--- config.mk ---
export PLATFORM = sky130hd
export DESIGN_NAME = input_buffer_a_sched
export DESIGN_NICKNAME = d
export VERILOG_FILES = /design/src/rtl/input_buffer_a_sched.sv
export SDC_FILE = /design/constraint.sdc
export NUM_CORES = 1
export LEC_CHECK = 0
export ABC_AREA = 0
export BUFFER_PORTS_ARGS = -buffer_cell sky130_fd_sc_hd__buf_2
export CAP_MARGIN = 15
export CORE_AREA = 4 4 97 53
export DETAILED_ROUTE_END_ITERATION = 7
export DIE_AREA = 0 0 101 57
export HOLD_SLACK_MARGIN = 0.1
export PLACE_DENSITY = 0.76
export SLEW_MARGIN = 20
export SYNTH_ARGS = -nofsm -noshare
export SYNTH_HDL_FRONTEND = slang
export SYNTH_SLANG_ARGS = --single-unit
--- constraint.sdc ---
create_clock -name clk -period 3.2 [get_ports clk]
set_input_delay 0.32 -clock clk [delete_from_list [all_inputs] [get_ports clk]]
set_output_delay 0.32 -clock clk [all_outputs]
set_load 0.03 [all_outputs]
--- src/rtl/input_buffer_a_sched.sv ---
// A-operand input line buffer scheduler: tile load / stream sequencing.
// Optional ping-pong banking via INPUT_BUFFER_A_PINGPONG_EN.
module input_buffer_a_sched #(
    parameter int COLS       = 64,
    parameter int COL_W      = 6,
    parameter int TILE_CNT_W = 8
) (
    input  logic                  clk,
    input  logic                  rst,
    input  logic                  start,
    input  logic [TILE_CNT_W-1:0] num_tiles,
    input  logic                  load_valid,
    output logic                  load_ready,
    output logic                  load_en,
    output logic                  load_bank,
    output logic [COL_W-1:0]      load_col,
    input  logic                  stream_ready,
    output logic                  stream_en,
    output logic                  stream_bank,
    output logic [COL_W-1:0]      stream_col,
    output logic                  stream_first,
    output logic                  stream_last,
    output logic                  busy,
    output logic                  done
);

`ifdef INPUT_BUFFER_A_PINGPONG_EN
    localparam logic PP = 1'b1;
`else
    localparam logic PP = 1'b0;
`endif

    localparam logic [COL_W-1:0] LAST_COL = COL_W'(COLS - 1);

    typedef enum logic {IDLE, ACTIVE} state_t;

    state_t                state;
    logic [TILE_CNT_W-1:0] n_tiles;
    logic [TILE_CNT_W-1:0] tiles_loaded;
    logic [TILE_CNT_W-1:0] tiles_streamed;
    logic [TILE_CNT_W-1:0] ts_next;
    logic [1:0]            full;
    logic                  active;
    logic                  load_wrap;
    logic                  stream_wrap;
    logic                  finish;

    // Handshake strobes and end-of-job detection from registered state
    always_comb begin
        active       = (state == ACTIVE);
        load_ready   = active & ~full[load_bank] & (tiles_loaded < n_tiles);
        load_en      = load_valid & load_ready;
        stream_en    = active & full[stream_bank] & stream_ready;
        load_wrap    = load_en & (load_col == LAST_COL);
        stream_wrap  = stream_en & (stream_col == LAST_COL);
        stream_first = stream_en & (stream_col == '0);
        stream_last  = stream_wrap;
        ts_next      = stream_wrap ? tiles_streamed + TILE_CNT_W'(1)
                                   : tiles_streamed;
        finish       = active & (ts_next == n_tiles);
    end

    // Job FSM, column/bank counters and per-bank occupancy
    always_ff @(posedge clk) begin
        if (rst) begin
            state          <= IDLE;
            n_tiles        <= '0;
            tiles_loaded   <= '0;
            tiles_streamed <= '0;
            full           <= '0;
            load_bank      <= 1'b0;
            stream_bank    <= 1'b0;
            load_col       <= '0;
            stream_col     <= '0;
            busy           <= 1'b0;
            done           <= 1'b0;
        end else begin
            done <= 1'b0;
            unique case (state)
                IDLE: begin
                    if (start) begin
                        state          <= ACTIVE;
                        busy           <= 1'b1;
                        n_tiles        <= num_tiles;
                        tiles_loaded   <= '0;
                        tiles_streamed <= '0;
                        full           <= '0;
                        load_bank      <= 1'b0;
                        stream_bank    <= 1'b0;
                        load_col       <= '0;
                        stream_col     <= '0;
                    end
                end
                ACTIVE: begin
                    if (load_en) begin
                        if (load_wrap) begin
                            load_col        <= '0;
                            full[load_bank] <= 1'b1;
                            load_bank       <= load_bank ^ PP;
                            tiles_loaded    <= tiles_loaded + TILE_CNT_W'(1);
                        end else begin
                            load_col <= load_col + COL_W'(1);
                        end
                    end
                    // Completions in one cycle always hit different banks
                    if (stream_en) begin
                        if (stream_wrap) begin
                            stream_col        <= '0;
                            full[stream_bank] <= 1'b0;
                            stream_bank       <= stream_bank ^ PP;
                            tiles_streamed    <= ts_next;
                        end else begin
                            stream_col <= stream_col + COL_W'(1);
                        end
                    end
                    if (finish) begin
                        state <= IDLE;
                        busy  <= 1'b0;
                        done  <= 1'b1;
                    end
                end
                default: state <= IDLE;
            endcase
        end
    end

endmodule
==> summary.md, run 1 <==
| Metric | Value |
|---|---|
| Status | `finished, final reports clean` |
| First-pass GRT wire length | `9.99 mm` |
| Nets | `353` |
| Largest net degree at the start of global routing | `34` |
| All-Layer GR Usage | `0.221` |
| H-tree lvl count | `2` |
| Die Span Y | `57 um` |
| Synthesized area | `0.00232 mm2` |
| Reg-to-reg slack, setup | `0.44 ns` |
| Initial DRC count | `232` |
| Routed vias/inst | `5.89` |
| Via count | `2275` |
| Final wirelength | `6.26 mm` |
| Clock buffer count from CTS | `5` |
| LEAKAGE | `1.06 nW` |
| Crit-path cells | `ha_1 > nand4_4 > a2111oi_0 > a22oi_1 > or4_4 > nor4_2 > nor2b_1` |
| Synth cell types | `48` |
| Root buffer cell | `clkbuf_8` |
| Max Cap Viol | `0` |
| RR Endpoint | `done$_SDFF_PP0_` |
| Worst Setup SP | `stream_col[0]$_SDFFE_PP0P_` |
| Final Cycle Share | `0.862` |
| Number of port buffers | `31` |
| Dpl hpwl | `4.69 mm` |
| Clock Sinks | `40` |
| FMAX | `363 MHz` |
| Initial antenna violation count | `0` |
| Depth of the most critical reg-to-reg path | `7` |
| Nature of the critical path startpoint | `flop` |
| Row cnt | `17` |
| Critical path capture point type | `flop` |
| Ys flop type | `dfxtp_1` |
| Max FO, Critical Path | `7` |
| Actual slew at the worst max-slew pin | `0.706 ns` |
| Grt peak-use layer | `met1` |
| GRT overflow | `0` |
| Worst Setup Path Type | `reg -> reg` |
| Setup TNS | `0 ns` |
| Drt drc | `0` |
| Syn_area_per_cell | `7.95 um2` |
| GRT met1 Usage | `0.350` |
| Final clock skew | `0.00716 ns` |
| Layout area overhead | `14.1%` |
| CP max stage delay | `0.54 ns` |
| Post-CTS setup buffer count | `0` |
| Number of global-route vias before repair | `1979` |
| Met3 usage | `0.0440` |
| Max-slew violations | `0` |
| Core region area | `0.00428 mm2` |
| GRT met2 Usage | `0.307` |
| Worst flop-to-flop path startpoint | `stream_col[0]$_SDFFE_PP0P_` |
| Antenna Violating Nets Remaining | `0` |
| Initial Utilization | `0.543` |
| Normalized max-slew margin | `0.528` |
| Peak supply drop | `0.216 mV` |
| CTS max path bufs | `2` |
| Share of layout cells above drive strength 1 | `0.173` |
| Arrival time of the worst setup path | `2.98 ns` |
| Yosys reg bits | `40` |
| Fin. Hold Viols | `0` |
| Hold Crit Class | `in -> reg` |
| Seq/Total Area, Yosys | `0.345` |
| Wire per inst | `16.2 um` |
| Top-level port count | `34` |
| PD cells | `386 mW/mm2` |
| Post-synth EDFFs | `0` |
| TritonCTS clock tree | `done` |
| Setup violators final | `0` |
| FFs w/ async S/R, synth | `0` |
| CP max stage cell | `or4_4` |
| Inserted Diodes | `0` |
| DIE WIDTH | `101 um` |
| Pre-antenna DRT Iters | `5` |
| Tot Pwr | `1.02 mW` |
| Worst skew pair latency | `0.29 ns` |
| CTS hold repair buffers | `0` |
| Post-Syn Instances | `292` |
| Clock slew at reported path FFs | `0.08 ns` |
| Placer congestion estimate | `0.936` |
| RSZ-0062 raised after global routing | `false` |
| Critical path data required time | `3.43 ns` |
| CP endpoint | `done$_SDFF_PP0_` |
| Yosys warnings | `0` |
| Final min period | `2.76 ns` |
| Post-CTS resize count | `0` |
| Area of the die | `0.00576 mm2` |
==> placed cells by master (no fill, tap or decap), types with 3 or more instances in the layout <==
master / n
or3_1: 6
ha_1: 12
a21oi_1: 28
a311oi_1: 4
a2111oi_0: 3
nor2_1: 32
xor2_1: 5
a21o_1: 3
nor2b_1: 3
nor4_1: 3
nand3_1: 13
and3_1: 4
dfxtp_1: 40
o21ai_0: 13
nand3b_1: 3
nand4_1: 5
nand2_1: 35
buf_4: 7
buf_2: 31
inv_1: 14
xnor2_1: 8
nand2b_1: 3
clkbuf_8: 6
mux2i_1: 4
nor3_1: 8
==> synth_stat cells, drive strengths merged (2+ instances only) <==
master / n / area [um2]
a21o: 3 / 22.5
a2111oi: 4 / 36.3
o211ai: 2 / 15.0
nor2: 32 / 120
clkbuf: 7 / 26.3
nand2: 35 / 131
nand4: 7 / 65.1
nor2b: 3 / 18.8
a31o: 2 / 17.5
mux2i: 4 / 40.0
and3: 5 / 32.5
xnor2: 8 / 70.1
nand3b: 3 / 22.5
o211a: 2 / 20.0
a211oi: 2 / 15.0
a311oi: 4 / 35.0
buf: 3 / 20.0
dfxtp: 40 / 801
and4: 2 / 17.5
o21ai: 13 / 65.1
a21oi: 28 / 140
nor3: 8 / 40.0
nor4: 5 / 43.8
or3: 6 / 37.5
inv: 14 / 52.6
xor2: 5 / 43.8
mux2: 2 / 22.5
ha: 12 / 150
or4: 3 / 26.3
nand3: 15 / 85.1
nand2b: 3 / 18.8
o31ai: 2 / 15.0
==> critical path: cells and delay by family (launching register included) <==
family                   cells  cell delay, ns
AND/OR/NAND/NOR              4            1.31
AO/OA/AOI/OAI                2            0.64
flip-flops                   1            0.42
adder cells (fa/ha/maj)      1            0.34
==> cell families (layout without fill, tap and decap cells) <==
family,after synthesis,in the layout,synth area share
buffers and inverters,25,61,0.0442
other,1,2,0.00161
DFF,40,40,0.345
xor gates and xnor gates,13,13,0.0490
AOI/OAI and AO/OA,66,66,0.179
adders and majority gates,12,12,0.0647
muxes,6,6,0.0269
and+or+nand+nor,129,129,0.290
==> worst min-delay path by stage <==
stage	to	startpoint	depth (start not counted)
global route	n_tiles[4]$_SDFFE_PP0P_	num_tiles[4]	3
detailed placement	n_tiles[4]$_SDFFE_PP0P_	n_tiles[4]$_SDFFE_PP0P_	2
floorplan	n_tiles[1]$_SDFFE_PP0P_	n_tiles[1]$_SDFFE_PP0P_	2
CTS	n_tiles[1]$_SDFFE_PP0P_	num_tiles[1]	3
finish	n_tiles[1]$_SDFFE_PP0P_	num_tiles[1]	3
global placement	n_tiles[1]$_SDFFE_PP0P_	n_tiles[1]$_SDFFE_PP0P_	2
==> through the flow <==
stage          setup WS [ns]  area [um2]   util  hold WS [ns]  cells
2_1_floorplan          0.574        2330      -         0.450    293
3_3_place_gp           0.654        2560  0.598         0.466    378
3_5_place_dp           0.486        2560  0.598         0.480    378
4_1_cts                0.462        2650  0.620         0.269    386
5_1_grt                0.299        2650  0.620         0.281    386
6_report               0.443        2650  0.620         0.267    386
==> cell type report <==
class | instances | area [um2]
clock buffer | 8 | 90.1
fill | 391 | 1630
inverter | 15 | 56.3
multi-input combinational | 228 | 1420
sequential | 40 | 801
tap | 57 | 71.3
timing repair buffer | 38 | 208
==> flip-flops by register name (all words and copies together) (netlist names) <==
register / cells
n_tiles: 8
tiles_loaded: 8
tiles_streamed: 8
load_col: 6
stream_col: 6
active: 1
busy: 1
done: 1
full: 1
==> where the power goes <==
part           internal, mW  total (mW)  leakage, nW  switching (mW)
Combinational        0.0498       0.144        0.689          0.0939
Sequential            0.510       0.526        0.324          0.0158
Clock                 0.176       0.352       0.0455           0.176
Total                 0.736        1.02         1.06           0.286
==> layer usage <==
metal	routed length [um]	vias up
met4	36	0
met3	508	6
met2	2490	101
met1	3230	1047
met5	0	-
li1	-	1121
No activity file was read; power rests on OpenSTA's default activity.
==> inputs of run 2 (changes only) <==
Settings changed: RECOVER_POWER set to 100, SETUP_SLACK_MARGIN set to 0.2.
==> run 2 against run 1 <==
Against the previous run: power down 0.15%; non-clock buffer count unchanged; design area decreased by 1.6%; clock-buffer cell count is the same; register-to-register slack got worse by 0.05 ns; critical path depth is 1 lower; critical path type is now reg -> out; flip-flop and latch count unchanged; final cell count did not move; die area unchanged; utilization down 0.97 points; hold slack better by 0.0026 ns.
==> summary.md, run 2 (synthesized netlist as in run 1, its figures left out) <==
| Metric | Value |
|---|---|
| Status | `finished, final reports clean` |
| Finished layout cell area | `0.00261 mm2 (-1.6%)` |
| Inserted Diodes | `0 (unchanged)` |
| Final min period | `2.84 ns (+0.0800 ns)` |
| Placed insts | `378 (unchanged)` |
| Clock buffer count from CTS | `5 (unchanged)` |
| GRT met2 Usage | `0.307 (unchanged)` |
| Post-CTS resize count | `0 (unchanged)` |
| GRT overflow | `0 (unchanged)` |
| Min-Delay Path Depth | `3 (unchanged)` |
| Top Registers | `n_tiles: 8 flops, tiles_loaded: 8 flops, tiles_streamed: 8 flops` |
| Layout Cells excl Fill | `386 (unchanged)` |
| GRT met1 Usage | `0.350 (unchanged)` |
| Max Cap Viol | `0 (unchanged)` |
| Initial antenna violation count | `0 (unchanged)` |
| Final wirelength | `6.32 mm (+0.86%)` |
| Reg-to-reg slack, setup | `0.39 ns (-0.05 ns)` |
| Core region area | `0.00428 mm2 (unchanged)` |
| CTS max path bufs | `2 (unchanged)` |
| Worst Setup Path Type | `reg -> out` |
| Share of layout cells above drive strength 1 | `0.103 (-0.0699)` |
| All-Layer GR Usage | `0.221 (unchanged)` |
| Via count | `2286 (+0.48%)` |
| Max FO, Critical Path | `7 (unchanged)` |
| Row cnt | `17 (unchanged)` |
| H-tree lvl count | `2 (unchanged)` |
| Placer congestion estimate | `0.936 (unchanged)` |
| Normalized max-slew margin | `0.382 (-0.146)` |
| Antenna Violating Nets Remaining | `0 (unchanged)` |
| Filler Cells Inserted | `407 (+4.1%)` |
| TritonCTS clock tree | `done` |
| Met3 usage | `0.0440 (unchanged)` |
| Critical path capture point type | `output pin` |
| Final clock skew | `0.00680 ns (-0.000361 ns)` |
| Layout area overhead | `12.3%` |
| Number of global-route vias before repair | `1979 (unchanged)` |
| PD cells | `391 mW/mm2 (+1.4%)` |
| Setup violators final | `0 (unchanged)` |
| Commonest cells after routing, fill and taps aside | `40 x dfxtp_1, 35 x nand2_1, 32 x nor2_1` |
| Area of the die | `0.00576 mm2 (unchanged)` |
| Nets | `353 (unchanged)` |
| Dpl hpwl | `4.69 mm (unchanged)` |
| Initial Utilization | `0.543 (unchanged)` |
| Wire per inst | `16.4 um (+0.86%)` |
| First-pass GRT wire length | `9.99 mm (unchanged)` |
| Initial DRC count | `239 (+3.0%)` |
| Arrival time of the worst setup path | `2.52 ns (-0.46 ns)` |
| Actual slew at the worst max-slew pin | `0.903 ns (+0.198 ns)` |
| Most common cell after layout, fill and taps aside | `dfxtp_1` |
| Worst Setup SP | `n_tiles[5]$_SDFFE_PP0P_` |
| Grt peak-use layer | `met1` |
| Nature of the critical path startpoint | `flop` |
| Routed vias/inst | `5.92 (+0.48%)` |
| Critical path data required time | `2.88 ns (-0.55 ns)` |
| CTS hold repair buffers | `0 (unchanged)` |
| Worst skew pair latency | `0.29 ns (about the same)` |
| Number of port buffers | `31 (unchanged)` |
| Fin. Hold Viols | `0 (unchanged)` |
| Drt drc | `0 (unchanged)` |
| Final Cycle Share | `0.887 (+0.0250)` |
| Setup WS post-layout | `0.363 ns (-0.0800 ns)` |
| Hold Crit Endpoint | `n_tiles[1]$_SDFFE_PP0P_` |
| RSZ-0062 raised after global routing | `false` |
| Worst hold start | `num_tiles[1]` |
| Top-level port count | `34 (unchanged)` |
| DIE WIDTH | `101 um (unchanged)` |
| RR Endpoint | `done$_SDFF_PP0_` |
| Die Span Y | `57 um (unchanged)` |
| Clock slew at reported path FFs | `0.07 ns (about the same)` |
| FMAX | `352 MHz (-2.8%)` |
| Utilization after layout | `0.610 (-0.00966)` |
| Peak supply drop | `0.216 mV (about the same)` |
| Pre-antenna DRT Iters | `5 (unchanged)` |
| Depth of the most critical reg-to-reg path | `7 (unchanged)` |
| Post-CTS setup buffer count | `0 (unchanged)` |
| Root buffer cell | `clkbuf_8` |
| Max-slew violations | `0 (unchanged)` |
| Largest net degree at the start of global routing | `34 (unchanged)` |
| Clock Sinks | `40 (unchanged)` |
| Dpl ws | `0.486 ns (unchanged)` |
| Setup TNS | `0 ns (unchanged)` |
| Worst flop-to-flop path startpoint | `active$_SDFF_PP0_` |
| Hold Crit Class | `in -> reg` |
| LEAKAGE | `0.966 nW (-8.7%)` |
| Placement Cell Area | `0.00256 mm2 (unchanged)` |
-- run 2: routing by layer --
layer	part of all wire	up-vias
met5	0	-
met4	0.0089	0
met3	0.080	11
met2	0.39	90
met1	0.52	1066
li1	-	1119
-- run 2: worst max-delay path, cell delays in order (launching register included) --
cell and delay [ns]:
dfxtp_1 0.42, inv_1 0.09, ha_1 0.31, a21oi_1 0.15, o211ai_1 0.24, a211oi_1 0.65, clkbuf_1 0.37
-- run 2: worst max path at each step --
stage	end	slack, ns
2_1_floorplan	done$_SDFF_PP0_	0.57
4_1_cts	done$_SDFF_PP0_	0.46
5_1_grt	active$_SDFF_PP0_	0.21
6_report	load_en	0.36
3_5_place_dp	done$_SDFF_PP0_	0.49
3_3_place_gp	done$_SDFF_PP0_	0.65
-- run 2: cell type report --
cell class,count,area [um2],share of cell area
multi-input cells,228,1420,0.543
flip-flops and latches,40,801,0.307
repair buffers,38,173,0.0662
clock buffers,8,90.1,0.0345
well taps,57,71.3,0.0274
inverters,15,56.3,0.0216
-- run 2: through the flow --
stage | hold WS (ns) | power (mW)
CTS | 0.269 | 1.02
finish | 0.270 | 1.02
global route | 0.281 | 1.06
global placement | 0.466 | 0.674
detailed placement | 0.480 | 0.680
floorplan | 0.450 | 0.632
-- run 2: where the power goes --
group          total, mW  internal [mW]  leakage [nW]  switching, mW
clock network      0.353          0.176        0.0455          0.177
registers          0.526          0.510         0.324         0.0162
logic              0.141         0.0469         0.597         0.0943
==> inputs of run 3 (changes only) <==
--- a/config.mk
+++ b/config.mk
@@ -8,3 +8,4 @@
 export ABC_AREA = 0
-export BUFFER_PORTS_ARGS = -buffer_cell sky130_fd_sc_hd__buf_2
+export ABC_CLOCK_PERIOD_IN_PS = 3200
+export BUFFER_PORTS_ARGS = -buffer_cell sky130_fd_sc_hd__buf_4
 export CAP_MARGIN = 15
--- a/constraint.sdc
+++ b/constraint.sdc
@@ -3,2 +3,2 @@
 set_output_delay 0.32 -clock clk [all_outputs]
-set_load 0.03 [all_outputs]
+set_load 0.02 [all_outputs]
==> run 3 against run 2 <==
Against the previous run: clock power rose by 18%; largest cell class unchanged; worst setup slack improved by 0.047 ns; fmax grew 1.7%; die area unchanged; design area is 1.2% higher; utilization is 0.73 points higher; via count barely moved; critical path type unchanged.
==> summary.md, run 3 (synthesized netlist as in run 1, its figures left out) <==
| Metric | Value |
|---|---|
| Root buffer cell | `clkbuf_8` |
| Wire per inst | `16.0 um (-2.1%)` |
| Clock buffer count from CTS | `5 (unchanged)` |
| PD cells | `409 mW/mm2 (+4.4%)` |
| Sw power | `286 uW (-0.49%)` |
| Placer congestion estimate | `0.954 (+1.9%)` |
| Top-level port count | `34 (unchanged)` |
| All-Layer GR Usage | `0.224 (+0.00287)` |
| Switching fraction of total power | `0.265 (-0.0165)` |
| Setup violators final | `0 (unchanged)` |
| Largest net degree at the start of global routing | `34 (unchanged)` |
| TritonCTS clock tree | `done` |
| GRT overflow | `0 (unchanged)` |
| Final clock skew | `0.00540 ns (-0.00140 ns)` |
| CTS hold repair buffers | `0 (unchanged)` |
| Critical path capture point type | `output pin` |
| RSZ-0062 raised after global routing | `false` |
| FMAX | `358 MHz (+1.7%)` |
| Final min period | `2.79 ns (-0.0468 ns)` |
| Final Cycle Share | `0.872 (-0.0146)` |
| Via count | `2285 (-0.044%)` |
| Inserted Diodes | `0 (unchanged)` |
| First-pass GRT wire length | `10.3 mm (+2.8%)` |
| Crit-path cells | `inv_1 > ha_1 > or2_2 > a21o_1 > a211oi_1 > clkbuf_1` |
| Clock slew at reported path FFs | `0.08 ns (about the same)` |
| Utilization after layout | `0.617 (+0.00732)` |
| Top Registers | `n_tiles: 8 flops, tiles_loaded: 8 flops, tiles_streamed: 8 flops` |
| Clock Sinks | `40 (unchanged)` |
| Final wirelength | `6.19 mm (-2.1%)` |
| Status | `finished, final reports clean` |
| H-tree lvl count | `2 (unchanged)` |
| Hold Crit Class | `in -> reg` |
| Nets | `353 (unchanged)` |
| Worst skew pair latency | `0.29 ns (about the same)` |
| DIE WIDTH | `101 um (unchanged)` |
| Gate power share | `0.128 (-0.010)` |
| CP max stage delay | `0.62 ns (-0.03 ns)` |
| Nature of the critical path startpoint | `flop` |
| Layout area overhead | `13.6%` |
| Actual slew at the worst max-slew pin | `0.964 ns (+0.0606 ns)` |
| Filler Cells Inserted | `414 (+1.7%)` |
| Initial DRC count | `242 (+1.3%)` |
| Die Span Y | `57 um (unchanged)` |
| Clock group share of total power | `0.385 (+0.039)` |
| Antenna Violating Nets Remaining | `0 (unchanged)` |
| Setup WS post-layout | `0.410 ns (+0.0468 ns)` |
| Post-CTS resize count | `0 (unchanged)` |
| Row cnt | `17 (unchanged)` |
| Fin. Hold Viols | `0 (unchanged)` |
| Routed vias/inst | `5.92 (about the same)` |
| Number of global-route vias before repair | `2071 (+4.6%)` |
| Dpl hpwl | `4.69 mm (about the same)` |
| Critical path data required time | `2.88 ns (about the same)` |
| Dpl ws | `0.591 ns (+0.105 ns)` |
| Area of the die | `0.00576 mm2 (unchanged)` |
| Share of layout cells above drive strength 1 | `0.103 (unchanged)` |
| Max-slew violations | `0 (unchanged)` |
| Cell Int Power | `793 uW (+8.1%)` |
| Most common cell after layout, fill and taps aside | `dfxtp_1` |
| Post-CTS setup buffer count | `0 (unchanged)` |
| LEAKAGE | `0.974 nW (+0.79%)` |
| Normalized max-slew margin | `0.341 (-0.0414)` |
| CTS max path bufs | `2 (unchanged)` |
| Peak supply drop | `0.217 mV (+0.66%)` |
| Setup TNS | `0 ns (unchanged)` |
| Number of port buffers | `31 (unchanged)` |
| Reg power frac | `0.486 (-0.030)` |
| Initial antenna violation count | `0 (unchanged)` |
| Commonest cells after routing, fill and taps aside | `40 x dfxtp_1, 35 x nand2_1, 32 x nor2_1` |
| Worst Setup Path Type | `reg -> out` |
| CP max stage cell | `a211oi_1` |
| Drt drc | `0 (unchanged)` |
| Arrival time of the worst setup path | `2.47 ns (-0.05 ns)` |
| Max Cap Viol | `0 (unchanged)` |
| Max FO, Critical Path | `5 (-2)` |
| Pre-antenna DRT Iters | `5 (unchanged)` |
| Core region area | `0.00428 mm2 (unchanged)` |
| Initial Utilization | `0.543 (unchanged)` |
-- run 3: routing by layer --
metal  track usage  up-vias  part of all wire  wire length, um
met5             0        -                 0                0
met4        0.0265        0                 0                0
met3        0.0525        0             0.093              573
met2         0.304      102              0.39             2440
met1         0.361     1067              0.51             3170
li1              -     1116                 -                -
-- run 3: worst paths after layout --
| kind | slack [ns] | start | endpoint | cells after the start |
|---|---|---|---|---|
| worst max-delay path | 0.41 | n_tiles[2]$_SDFFE_PP0P_ | load_en | 6 |
| worst min-delay path | 0.27 | num_tiles[1] | n_tiles[1]$_SDFFE_PP0P_ | 3 |
| worst max register to register | 0.45 | stream_col[1]$_SDFFE_PP0P_ | done$_SDFF_PP0_ | 7 |
| worst min register to register | 0.49 | tiles_loaded[7]$_SDFFE_PP0P_ | tiles_loaded[7]$_SDFFE_PP0P_ | 2 |
-- run 3: layout make-up --
class / count / area (um2) / area share
Clock inverter: 2 / 35.0 / 0.0133
Clock buffer: 6 / 72.6 / 0.0275
Tap cell: 57 / 71.3 / 0.0270
Timing Repair Buffer: 38 / 206 / 0.0782
Inverter: 15 / 56.3 / 0.0213
Sequential cell: 40 / 801 / 0.303
Multi-Input combinational cell: 228 / 1400 / 0.529
-- run 3: through the flow --
stage	instances	cell area, um2	power, mW	hold slack (ns)
floorplan	293	2330	0.626	0.450
global placement	378	2640	0.676	0.468
detailed placement	378	2640	0.678	0.478
CTS	386	2740	1.09	0.273
global route	386	2640	1.13	0.272
finish	386	2640	1.08	0.274
-- run 3: worst max-delay path: cells and delay by family, from the launching register on --
kind / cells / cell delay [ns]
simple gates: 1 / 0.32
buf+inv: 2 / 0.40
fa+ha+maj: 1 / 0.21
compound gates: 2 / 0.83
flops: 1 / 0.43
-- run 3: power by group through the flow --
stage / registers [mW] / logic (mW) / clock network, mW
finish: 0.524 / 0.138 / 0.415
floorplan: 0.537 / 0.0886 / 0
global placement: 0.535 / 0.141 / 0
CTS: 0.524 / 0.144 / 0.421
global route: 0.526 / 0.152 / 0.448
detailed placement: 0.536 / 0.143 / 0
